--- src/rtl/float_to_double_if.sv ---
// Operand/result bundle for the single-to-double converter.
// start is taken on a rising edge only while busy=0; done pulses one cycle with double/invalid valid.
interface float_to_double_if;
  logic        start;
  logic [31:0] float;
  logic [63:0] double;
  logic        busy;
  logic        done;
  logic        invalid;

  modport master (
    output start, float,
    input  double, busy, done, invalid
  );

  modport slave (
    input  start, float,
    output double, busy, done, invalid
  );
endinterface

--- src/rtl/float_to_double.sv ---
// IEEE-754 binary32 -> binary64 widening converter; subnormals are normalised one bit per clock.
module float_to_double (
  input  logic                clk,
  input  logic                reset,
  float_to_double_if.slave    bus,
  output logic [1:0]          dbg_state_o
);

  typedef enum logic [1:0] {
    S_IDLE      = 2'd0,
    S_CLASSIFY  = 2'd1,
    S_NORMALIZE = 2'd2,
    S_DONE      = 2'd3
  } state_t;

  state_t      state_q, state_d;
  logic        sign_q, sign_d;
  logic [7:0]  exp_q, exp_d;
  logic [22:0] frac_q, frac_d;
  logic [23:0] m_q, m_d;
  logic [4:0]  k_q, k_d;
  logic        sub_q, sub_d;
  logic [63:0] double_q, double_d;
  logic        invalid_q, invalid_d;

  logic [63:0] direct_res;
  logic        direct_inv;

  // Result for every non-subnormal class, built from the latched operand fields.
  always_comb begin
    direct_res = {sign_q, 63'd0};
    direct_inv = 1'b0;
    if (exp_q == 8'hFF) begin
      if (frac_q == 23'd0) begin
        direct_res = {sign_q, 11'h7FF, 52'd0};
      end else begin
        direct_res = {sign_q, 11'h7FF, 1'b1, frac_q[21:0], 29'd0};
        direct_inv = ~frac_q[22];
      end
    end else if (exp_q != 8'h00) begin
      direct_res = {sign_q, {3'd0, exp_q} + 11'd896, frac_q, 29'd0};
    end
  end

  always_comb begin
    state_d   = state_q;
    sign_d    = sign_q;
    exp_d     = exp_q;
    frac_d    = frac_q;
    m_d       = m_q;
    k_d       = k_q;
    sub_d     = sub_q;
    double_d  = double_q;
    invalid_d = invalid_q;
    case (state_q)
      S_IDLE, S_DONE: begin
        if (bus.start) begin
          sign_d    = bus.float[31];
          exp_d     = bus.float[30:23];
          frac_d    = bus.float[22:0];
          invalid_d = 1'b0;
          state_d   = S_CLASSIFY;
        end else begin
          state_d = S_IDLE;
        end
      end
      S_CLASSIFY: begin
        k_d     = 5'd0;
        state_d = S_NORMALIZE;
        if (exp_q == 8'h00 && frac_q != 23'd0) begin
          sub_d = 1'b1;
          m_d   = {1'b0, frac_q};
        end else begin
          // Non-subnormals arrive already "normalised" and leave on the next edge.
          sub_d = 1'b0;
          m_d   = 24'h800000;
        end
      end
      S_NORMALIZE: begin
        if (m_q[23]) begin
          state_d = S_DONE;
          if (sub_q) begin
            double_d  = {sign_q, 11'd897 - {6'd0, k_q}, m_q[22:0], 29'd0};
            invalid_d = 1'b0;
          end else begin
            double_d  = direct_res;
            invalid_d = direct_inv;
          end
        end else begin
          m_d = {m_q[22:0], 1'b0};
          k_d = k_q + 5'd1;
        end
      end
      default: state_d = S_IDLE;
    endcase
  end

  always_ff @(posedge clk or negedge reset) begin
    if (!reset) begin
      state_q   <= S_IDLE;
      sign_q    <= 1'b0;
      exp_q     <= 8'd0;
      frac_q    <= 23'd0;
      m_q       <= 24'd0;
      k_q       <= 5'd0;
      sub_q     <= 1'b0;
      double_q  <= 64'd0;
      invalid_q <= 1'b0;
    end else begin
      state_q   <= state_d;
      sign_q    <= sign_d;
      exp_q     <= exp_d;
      frac_q    <= frac_d;
      m_q       <= m_d;
      k_q       <= k_d;
      sub_q     <= sub_d;
      double_q  <= double_d;
      invalid_q <= invalid_d;
    end
  end

  assign bus.double  = double_q;
  assign bus.invalid = invalid_q;
  assign bus.busy    = (state_q == S_CLASSIFY) || (state_q == S_NORMALIZE);
  assign bus.done    = (state_q == S_DONE);
  assign dbg_state_o = state_q;

endmodule

--- src/flat_wrapper.sv ---
// flat-port wrapper written by rule: the top's interface ports become plain ports
module float_to_double_flat 
  (clk, reset, dbg_state_o, bus_start, bus_float, bus_double, bus_busy, bus_done, bus_invalid);
  float_to_double_if bus_i ();
  input  logic clk;
  input  logic reset;
  output logic [1:0] dbg_state_o;
  input wire logic [$bits(bus_i.start)-1:0] bus_start;
  input wire logic [$bits(bus_i.float)-1:0] bus_float;
  output wire logic [$bits(bus_i.double)-1:0] bus_double;
  output wire logic [$bits(bus_i.busy)-1:0] bus_busy;
  output wire logic [$bits(bus_i.done)-1:0] bus_done;
  output wire logic [$bits(bus_i.invalid)-1:0] bus_invalid;
  assign bus_i.start = bus_start;
  assign bus_i.float = bus_float;
  assign bus_double = bus_i.double;
  assign bus_busy = bus_i.busy;
  assign bus_done = bus_i.done;
  assign bus_invalid = bus_i.invalid;
  float_to_double u_core (.clk(clk), .reset(reset), .bus(bus_i), .dbg_state_o(dbg_state_o));
endmodule
--- config.mk ---
export PLATFORM = sky130hd
export DESIGN_NAME = float_to_double_flat
export DESIGN_NICKNAME = d
export VERILOG_FILES = /design/src/rtl/float_to_double_if.sv /design/src/rtl/float_to_double.sv /design/src/flat_wrapper.sv
export SDC_FILE = /design/constraint.sdc
export NUM_CORES = 1
export LEC_CHECK = 0
export CAP_MARGIN = 25
export CELL_PAD_IN_SITES_DETAIL_PLACEMENT = 0
export CELL_PAD_IN_SITES_GLOBAL_PLACEMENT = 1
export CORE_ASPECT_RATIO = 0.75
export CORE_MARGIN = 8
export CORE_UTILIZATION = 40
export CTS_BUF_LIST = sky130_fd_sc_hd__clkbuf_16
export DETAILED_ROUTE_END_ITERATION = 7
export GPL_TIMING_DRIVEN = 1
export PLACE_DENSITY_LB_ADDON = 0.05
export SLEW_MARGIN = 30
export SYNTH_ARGS = -nofsm -noshare
export SYNTH_HDL_FRONTEND = slang
export SYNTH_SLANG_ARGS = --single-unit
--- constraint.sdc ---
create_clock -name clk -period 2.2 [get_ports clk]
set_input_delay 0.33 -clock clk [delete_from_list [all_inputs] [get_ports clk]]
set_output_delay 0.33 -clock clk [all_outputs]
set_load 0.005 [all_outputs]
Word-level counts from Yosys, hierarchy flattened. Index checks and enable logic that the tools add are counted.

Input port bits: 35. Output and inout bits: 69. Register bits: 129.

Bitwise gates (word level): 1. Reductions and logical operators: 14. Multiplexer cells: 19. Eq/ne operators: 7. Add/subtract/negate cells: 3.

Operator list (count): $mux W63 (3); $mux W52 (1); $mux W24 (2); $pmux W24 S2 (1); $logic_not A23 Y1 (1); $reduce_bool A23 Y1 (1); $add A8 B10 Y11 const B (1); $sub A10 B5 Y11 const A (1); $pmux W5 S2 (1); $eq A8 B8 Y1 const B (1); $logic_not A8 Y1 (1); $reduce_bool A8 Y1 (1); $mux W1 (7); $pmux W2 S3 (1); $reduce_and A2 Y1 (3); $add A5 B1 Y5 const B (1); $mux W5 (1); $eq A2 B2 Y1 const B (2); $ne A2 B2 Y1 const B (2); $reduce_bool A2 Y1 (2); $reduce_and A3 Y1 (1); $eq A2 B1 Y1 const B (1); $logic_not A2 Y1 (1); $mux W2 (1); 6 further kinds (6).

Longest topological paths before layout. Gate-level depths: netlist (run 1).

Word-level depth: 6. Gate-level depth with buffers: 9.

Least setup slack after synthesis (run 1). Ideal clock, no wire load.

Path kind: reg2reg. Start point: reg u_core.state_q[0], in the netlist u_core.dbg_state_o[0]. End point: reg u_core.double_q[43], in the netlist u_core.bus.double[43]. Stages on the path, launching flop included: 8. Setup time: 0.126 ns. Slack: 0.528 ns. Arrival: 1.546 ns. Path buffers: 2. Clock period less this slack: 1.672 ns. Data required time: 2.074 ns. Cell sequence: dfrtp_1 > inv_1 > ha_1 > buf_4 > and2_1 > clkbuf_1 > and3_1 > a221o_1.

Word-level cells in the longest chain between the ends: 2.

RTL lines: from (decl) (line float_to_double.sv:16) `state_t state_q, state_d;`; from (signal assigned) (line float_to_double.sv:110) `state_q <= state_d;`; $eq A2 B2 Y1 (line float_to_double.sv:55) `case (state_q)`; $reduce_and A2 Y1 (no line); to (signal assigned) (line float_to_double.sv:117) `double_q <= double_d;`; to (decl) (line float_to_double.sv:23) `logic [63:0] double_q, double_d;`.

Every way passes these cells. A chain may end at the register's enable or synchronous reset.

Worst setup path after layout (run 1).
Start point: reg u_core.state_q[1], in the netlist u_core.dbg_state_o[1]. End point: out bus_busy.

Word-level cells in the longest chain between the ends: 2. Elaborated cells between the ends (all ways): 3.

RTL lines: $eq A2 B1 Y1 or $eq A2 B2 Y1 (tied branches) (line float_to_double.sv:124) `assign bus.busy = (state_q == S_CLASSIFY) || (state_q == S_NORMALIZE);`; $logic_or A1 B1 Y1 * (line float_to_double.sv:124); to (decl) (line flat_wrapper.sv:11) `output wire logic [$bits(bus_i.busy)-1:0] bus_busy;`.

Mark *: on every way between the ends. The rest lies on a longest branch, timed or not.

==> impl_metrics.csv, run 1 <==
group,metric,value,unit
synthesis,synth_top_cell_area_share,0.531,
run_status,status,"complete, no violations",
cts,clockRootBuffer,"clkbuf_16",
critical_path,r2r_slack,360,ps
routing,vias,3391,
timing,holdWs,416,ps
worst_hold_path,holdCritPathClass,"in2async",
floorplan,start_util,0.406,
final_layout,drive_above_1_share,0.150,
synthesis,synth_top_cell_by_area,"dfrtp_1",
cts,clockBufferDepth,2,
cts,path_clk_slew,70,ps
synthesis,ys_warn_count,0,
timing,setup_slack,147,ps
synthesis,yosysSeqAreaShare,0.531,
critical_path,crit_type,"reg2out",
timing,setup_violations,0,
global_routing,grt_overflow,0,
critical_path,cp_data_arrival_time,1720,ps
synthesis,dominantRegCellSynth,"dfrtp_1",
floorplan,placementRows,34,
final_layout,area_growth,25.6,%
floorplan,ioPinCount,104,
power_and_ir_drop,p_per_area,1360,mW/mm^2
critical_path,cp_max_fo,6,
global_routing,grt_max_degree,49,
final_layout,final_util,0.510,
cts,cts_buffers,9,
placement,place_area,0.00550,sq mm
timing,fin_worst_skew,7.37,ps
final_layout,fillers,1043,
final_layout,n_antenna_cell,0,
critical_path,path_cells,"ha_1, inv_1, clkdlybuf4s50_1",
synthesis,synthDistinctLibCells,40,
placement,place_inst,617,
power_and_ir_drop,power_leakage,2.51,nW
critical_path,crit_required,1870,ps
floorplan,core-area,0.0115,sq mm
floorplan,chipWidth,141,microns
placement,dpl.hpwl,8.10,mm
floorplan,die-area,0.0154,sq mm
critical_path,worst_r2r_endpoint,"u_core.m_q[3]",
cts,cts_tree,"built",
final_layout,finalNetCount,528,
synthesis,synth-seq-cells,99,
synthesis,avgSynthCellArea,11.3,sq um
routing,firstDrtPassIters,5,
synthesis,netlist_area,0.00467,sq mm
synthesis,synth_edf_count,0,
global_routing,grt_pass1_vias,3544,
global_routing,grt_pass1_wl,19.4,mm
critical_path,cp-start-kind,"flip-flop",
routing,finalWirelength,11.9,mm
timing,setup_tns,0,ps
routing,avgViaCountPerCell,5.33,
critical_path,end_kind,"output port",
synthesis,synth_area_leaders,"dfrtp_1 (53%), mux2_2 (7.7%), buf_4 (5.6%)",
timing,drv_slew,0,
synthesis,async_flop_share,1.00,
routing,drc,0,
final_layout,final_area,0.00586,sq mm
cts,clk_latency,350,ps
timing,finalCritPeriodShare,0.933,
global_routing,grt_use_total,0.158,
global_routing,antenna_found_initial,0,
placement,portBuffers,74,
routing,ant_nets,0,
cts,htreeDepth,3,
routing,drt_iter0_drc,317,
cts,clkSinkCount,99,
critical_path,slowest_stage,"clkdlybuf4s50_1",
power_and_ir_drop,peakVddDrop,0.702,mV
placement,gp_congestion,0.759,
synthesis,yosysMostFrequentCell,"dfrtp_1",
critical_path,reg2reg_depth,7,
placement,place_worst_setup_slack,349,ps
job,maxCapViolCount,0,
timing,max_clock_freq,487,MHz
timing,layout_min_cycle_time,2050,ps
timing,finalHoldViolCount,0,
synthesis,synthCells,413,
critical_path,cpPeakStageDelay,500,ps
critical_path,reg2reg_from,"u_core.dbg_state_o[0]",
final_layout,fin_cells,636,
timing,rsz0062_at_grt,"false",
synthesis,synth_common_cells,"dfrtp_1 (99), o21ai_0 (41), buf_4 (35), mux2_2 (32), nand2_1 (28)",
routing,wl_per_cell,18.7,microns
cts,ctsResizeCount,0,
floorplan,die_h,110,microns
power_and_ir_drop,fin_total_pwr,7.96,mW
-- layer usage --
metal,vias up,global-route usage,share of wire
met1,1674,0.217,0.49
li1,1608,-,-
met3,11,0.0521,0.069
met4,0,0.0436,0.0093
met5,-,0,0
met2,98,0.236,0.43
-- cells in the final DEF (no fill, tap or decap), types with 2 or more instances in the layout --
master and instances:
dfrtp_1 99, clkdlybuf4s50_1 73, o21ai_0 41, mux2_2 32, conb_1 29, nand2_1 28, and3_1 22, a221o_1 22
nand4_1 21, mux2i_1 20, buf_4 16, a21oi_1 11, clkbuf_16 9, inv_1 6, nor4_1 6, ha_1 6
nor2_1 5, a22oi_1 5, nand3_1 4, nand2b_1 3, bufinv_16 3, clkinvlp_4 3, buf_12 3, nor2b_2 2
nor4_2 2, clkinv_1 2, nor3_1 2, o31ai_1 2
-- state kept, by name, summed over array words and instances, names as in the netlist --
signal              count
u_core.bus.invalid      1
u_core.dbg_state_o      2
u_core.sub_q            1
u_core.frac_q          23
u_core.bus.double      34
u_core.k_q              5
u_core.exp_q            8
u_core.sign_q           1
u_core.m_q             24
-- worst max-delay path by stage --
| stage | from | endpoint | cells after the start |
|---|---|---|---|
| after floorplan | u_core.dbg_state_o[0] | u_core.bus.double[43] | 7 |
| after global placement | u_core.frac_q[0] | u_core.m_q[0] | 5 |
| after detailed placement | u_core.frac_q[0] | u_core.m_q[3] | 5 |
| after CTS | u_core.dbg_state_o[0] | bus_busy | 4 |
| after global routing | u_core.dbg_state_o[0] | bus_busy | 4 |
| final | u_core.dbg_state_o[1] | bus_busy | 3 |
-- logic make-up after synthesis --
| group | Yosys count | synth area share |
|---|---|---|
| AOI/OAI and AO/OA | 89 | 0.130 |
| xor gates and xnor gates | 1 | 0.00188 |
| adders and majority gates | 6 | 0.0161 |
| buffers and inverters | 65 | 0.0821 |
| DFF | 99 | 0.531 |
| muxes | 52 | 0.120 |
| other | 1 | 0.000804 |
| and+or+nand+nor | 100 | 0.118 |
-- power breakdown --
group	total, mW	switching (mW)	internal, mW
Combinational	3.03	1.36	1.67
Clock	1.80	0.696	1.11
Sequential	3.13	0.630	2.50
-- worst max-delay path, delay by kind of cell, from the launching register on --
kind / cells / cell delay (ps)
adders and majority gates: 1 / 370
buffers and inverters: 2 / 580
DFF: 1 / 430
-- area by class of cell --
cell class / instances / area [sq um] / area share
flip-flops and latches: 99 / 2480 / 0.423
multi-input cells: 277 / 1920 / 0.327
repair buffers: 93 / 921 / 0.157
clock buffers: 9 / 225 / 0.0384
well taps: 144 / 180 / 0.0307
clock inverters: 7 / 116 / 0.0199
inverters: 7 / 26.3 / 0.00448
-- repair_timing --
item / CTS / global route
hold buffers: 1 / 0
endpoints found under the setup margin: 0 / 1
buffers inserted: 0 / 2
hold endpoints to repair: 20 / 0
Power figures use the tool's default switching activity.
==> run 2, diff against run 1 <==
CORE_UTILIZATION = 49   (was 40)
DONT_BUFFER_PORTS = 1   (was not set)
==> impl_metrics.csv, run 2 (synthesis results as in run 1) <==
group,metric,value,unit
final_layout,final_area,0.00501,sq mm
floorplan,ioPinCount,104,
floorplan,placementRows,31,
cts,htreeDepth,3,
floorplan,die_h,101,microns
global_routing,grt_max_degree,100,
final_layout,drive_above_1_share,0.168,
cts,cts_buffers,9,
cts,clockBufferDepth,2,
critical_path,crit_type,"reg2reg",
final_layout,final_cell_mix,"dfrtp_1 (99), o21ai_0 (41), mux2_2 (32)",
timing,holdWs,-319,ps
cts,clk_latency,340,ps
final_layout,area_growth,7.32,%
timing,setup_violations,0,
routing,vias,3131,
critical_path,cp-start-kind,"flip-flop",
final_layout,final_util,0.529,
power_and_ir_drop,power_frac_seq,0.468,
cts,path_clk_slew,70,ps
routing,drc,0,
placement,place_area,0.00474,sq mm
timing,max_clock_freq,534,MHz
placement,gp_congestion,0.711,
routing,ant_nets,0,
critical_path,cp_num_buf_inv,2,
power_and_ir_drop,peakVddDrop,0.657,mV
power_and_ir_drop,p_comb_frac,0.325,
timing,layout_min_cycle_time,1870,ps
global_routing,grt_use_total,0.173,
floorplan,core-area,0.00946,sq mm
timing,rsz0062_at_grt,"false",
final_layout,finalNetCount,452,
timing,fin_worst_skew,6.63,ps
job,maxCapViolCount,0,
routing,drt_iter0_drc,187,
timing,drv_slew,0,
critical_path,crit_required,2420,ps
power_and_ir_drop,power_leakage,2.19,nW
global_routing,grt_pass1_wl,17.5,mm
critical_path,cp_max_fo,11,
floorplan,die-area,0.0129,sq mm
routing,firstDrtPassIters,4,
timing,finalCritPeriodShare,0.852,
power_and_ir_drop,p_per_area,1370,mW/mm^2
routing,finalWirelength,11.0,mm
global_routing,grt_pass1_vias,3101,
cts,cts_tree,"built",
power_and_ir_drop,power_frac_clock,0.207,
critical_path,slowest_stage,"dfrtp_1",
final_layout,largest_reg_flops,34,
power_and_ir_drop,fin_total_pwr,6.84,mW
cts,post_cts_buffers,0,
routing,avgViaCountPerCell,5.71,
routing,wl_per_cell,20.0,microns
timing,worst_pin_slew,498,ps
timing,setup_tns,0,ps
run_status,violations,"hold timing",
power_and_ir_drop,sw_frac_of_total,0.367,
floorplan,chipWidth,129,microns
timing,finalHoldViolCount,99,
timing,slew_headroom,0.665,
floorplan,start_util,0.493,
critical_path,end_kind,"flip-flop",
placement,portBuffers,0,
final_layout,layout_commonest_cell,"dfrtp_1",
run_status,status,"complete, but fails checks",
global_routing,antenna_found_initial,1,
cts,clockRootBuffer,"clkbuf_16",
final_layout,n_antenna_cell,0,
global_routing,grt_overflow,0,
cts,clkSinkCount,99,
critical_path,crit_family,"flip-flops",
placement,dpl.hpwl,7.33,mm
power_and_ir_drop,p_switching,2.51,mW
critical_path,r2r_slack,330,ps
critical_path,cp_data_arrival_time,2090,ps
critical_path,path_cells,"inv_1, ha_1, nor2b_4, buf_4, mux2i_1, o21ai_0",
critical_path,cpPeakStageDelay,430,ps
power_and_ir_drop,internal_power,4.33,mW
worst_hold_path,holdCritPathClass,"in2async",
[run 2: changes by cell type in the layout (fill, tap and decap cells not counted), sizes merged]
| cell | before | now |
|---|---|---|
| buf | 19 | 17 |
| bufinv | 3 | 0 |
| clkdlybuf4s50 | 73 | 0 |
| clkinv | 2 | 6 |
| clkinvlp | 3 | 1 |
| dlygate4sd3 | 1 | 0 |
| inv | 6 | 7 |
[run 2: stage by stage]
stage	cells	worst slack, ps
after floorplan	441	528
after global placement	532	283
after detailed placement	532	204
after CTS	548	178
after global routing	548	146
final	548	326
[run 2: what timing repair did]
| action | in CTS | in global routing |
|---|---|---|
| setup endpoints to repair | 0 | 1 |
| hold endpoints to repair | 99 | 99 |
| resized for setup | 0 | 1 |
[run 2: worst paths after layout]
kind	start	end	depth (start not counted)
setup reg to reg	u_core.dbg_state_o[0]	u_core.m_q[6]	6
max in group asynchronous	reset	u_core.bus.double[47]	0
hold reg to reg	u_core.sign_q	u_core.bus.double[63]	2
min in group clk	bus_float[25]	u_core.exp_q[2]	1
setup / recovery	u_core.dbg_state_o[0]	u_core.m_q[6]	6
hold / removal	reset	u_core.bus.invalid	0
[run 2: metal layers]
| layer | global-route usage | part of all wire |
|---|---|---|
| met3 | 0.0729 | 0.091 |
| met4 | 0.0423 | 0.010 |
| met2 | 0.240 | 0.43 |
| met1 | 0.243 | 0.47 |
| met5 | 0 | 0.00091 |
[run 2: worst register-to-register path, stage by stage, from the launching register on]
cell and delay, ps:
dfrtp_1 430, inv_1 90, ha_1 350, nor2b_4 350, buf_4 240, mux2i_1 200, o21ai_0 90
[run 2: layout make-up]
class / count / area, sq um
Clock inverter: 7 / 36.3
Fill cell: 876 / 4460
Multi-Input combinational cell: 277 / 1920
Sequential cell: 99 / 2480
Tap cell: 132 / 165
Inverter: 7 / 26.3
Clock buffer: 9 / 225
Timing Repair Buffer: 17 / 153
[run 2: power groups by stage]
stage	registers (mW)	logic (mW)	clock network, mW
floorplan	2.98	1.75	0
global placement	3.24	2.21	0
detailed placement	3.24	2.25	0
CTS	3.22	2.25	1.47
global route	3.31	2.45	1.52
finish	3.20	2.23	1.41
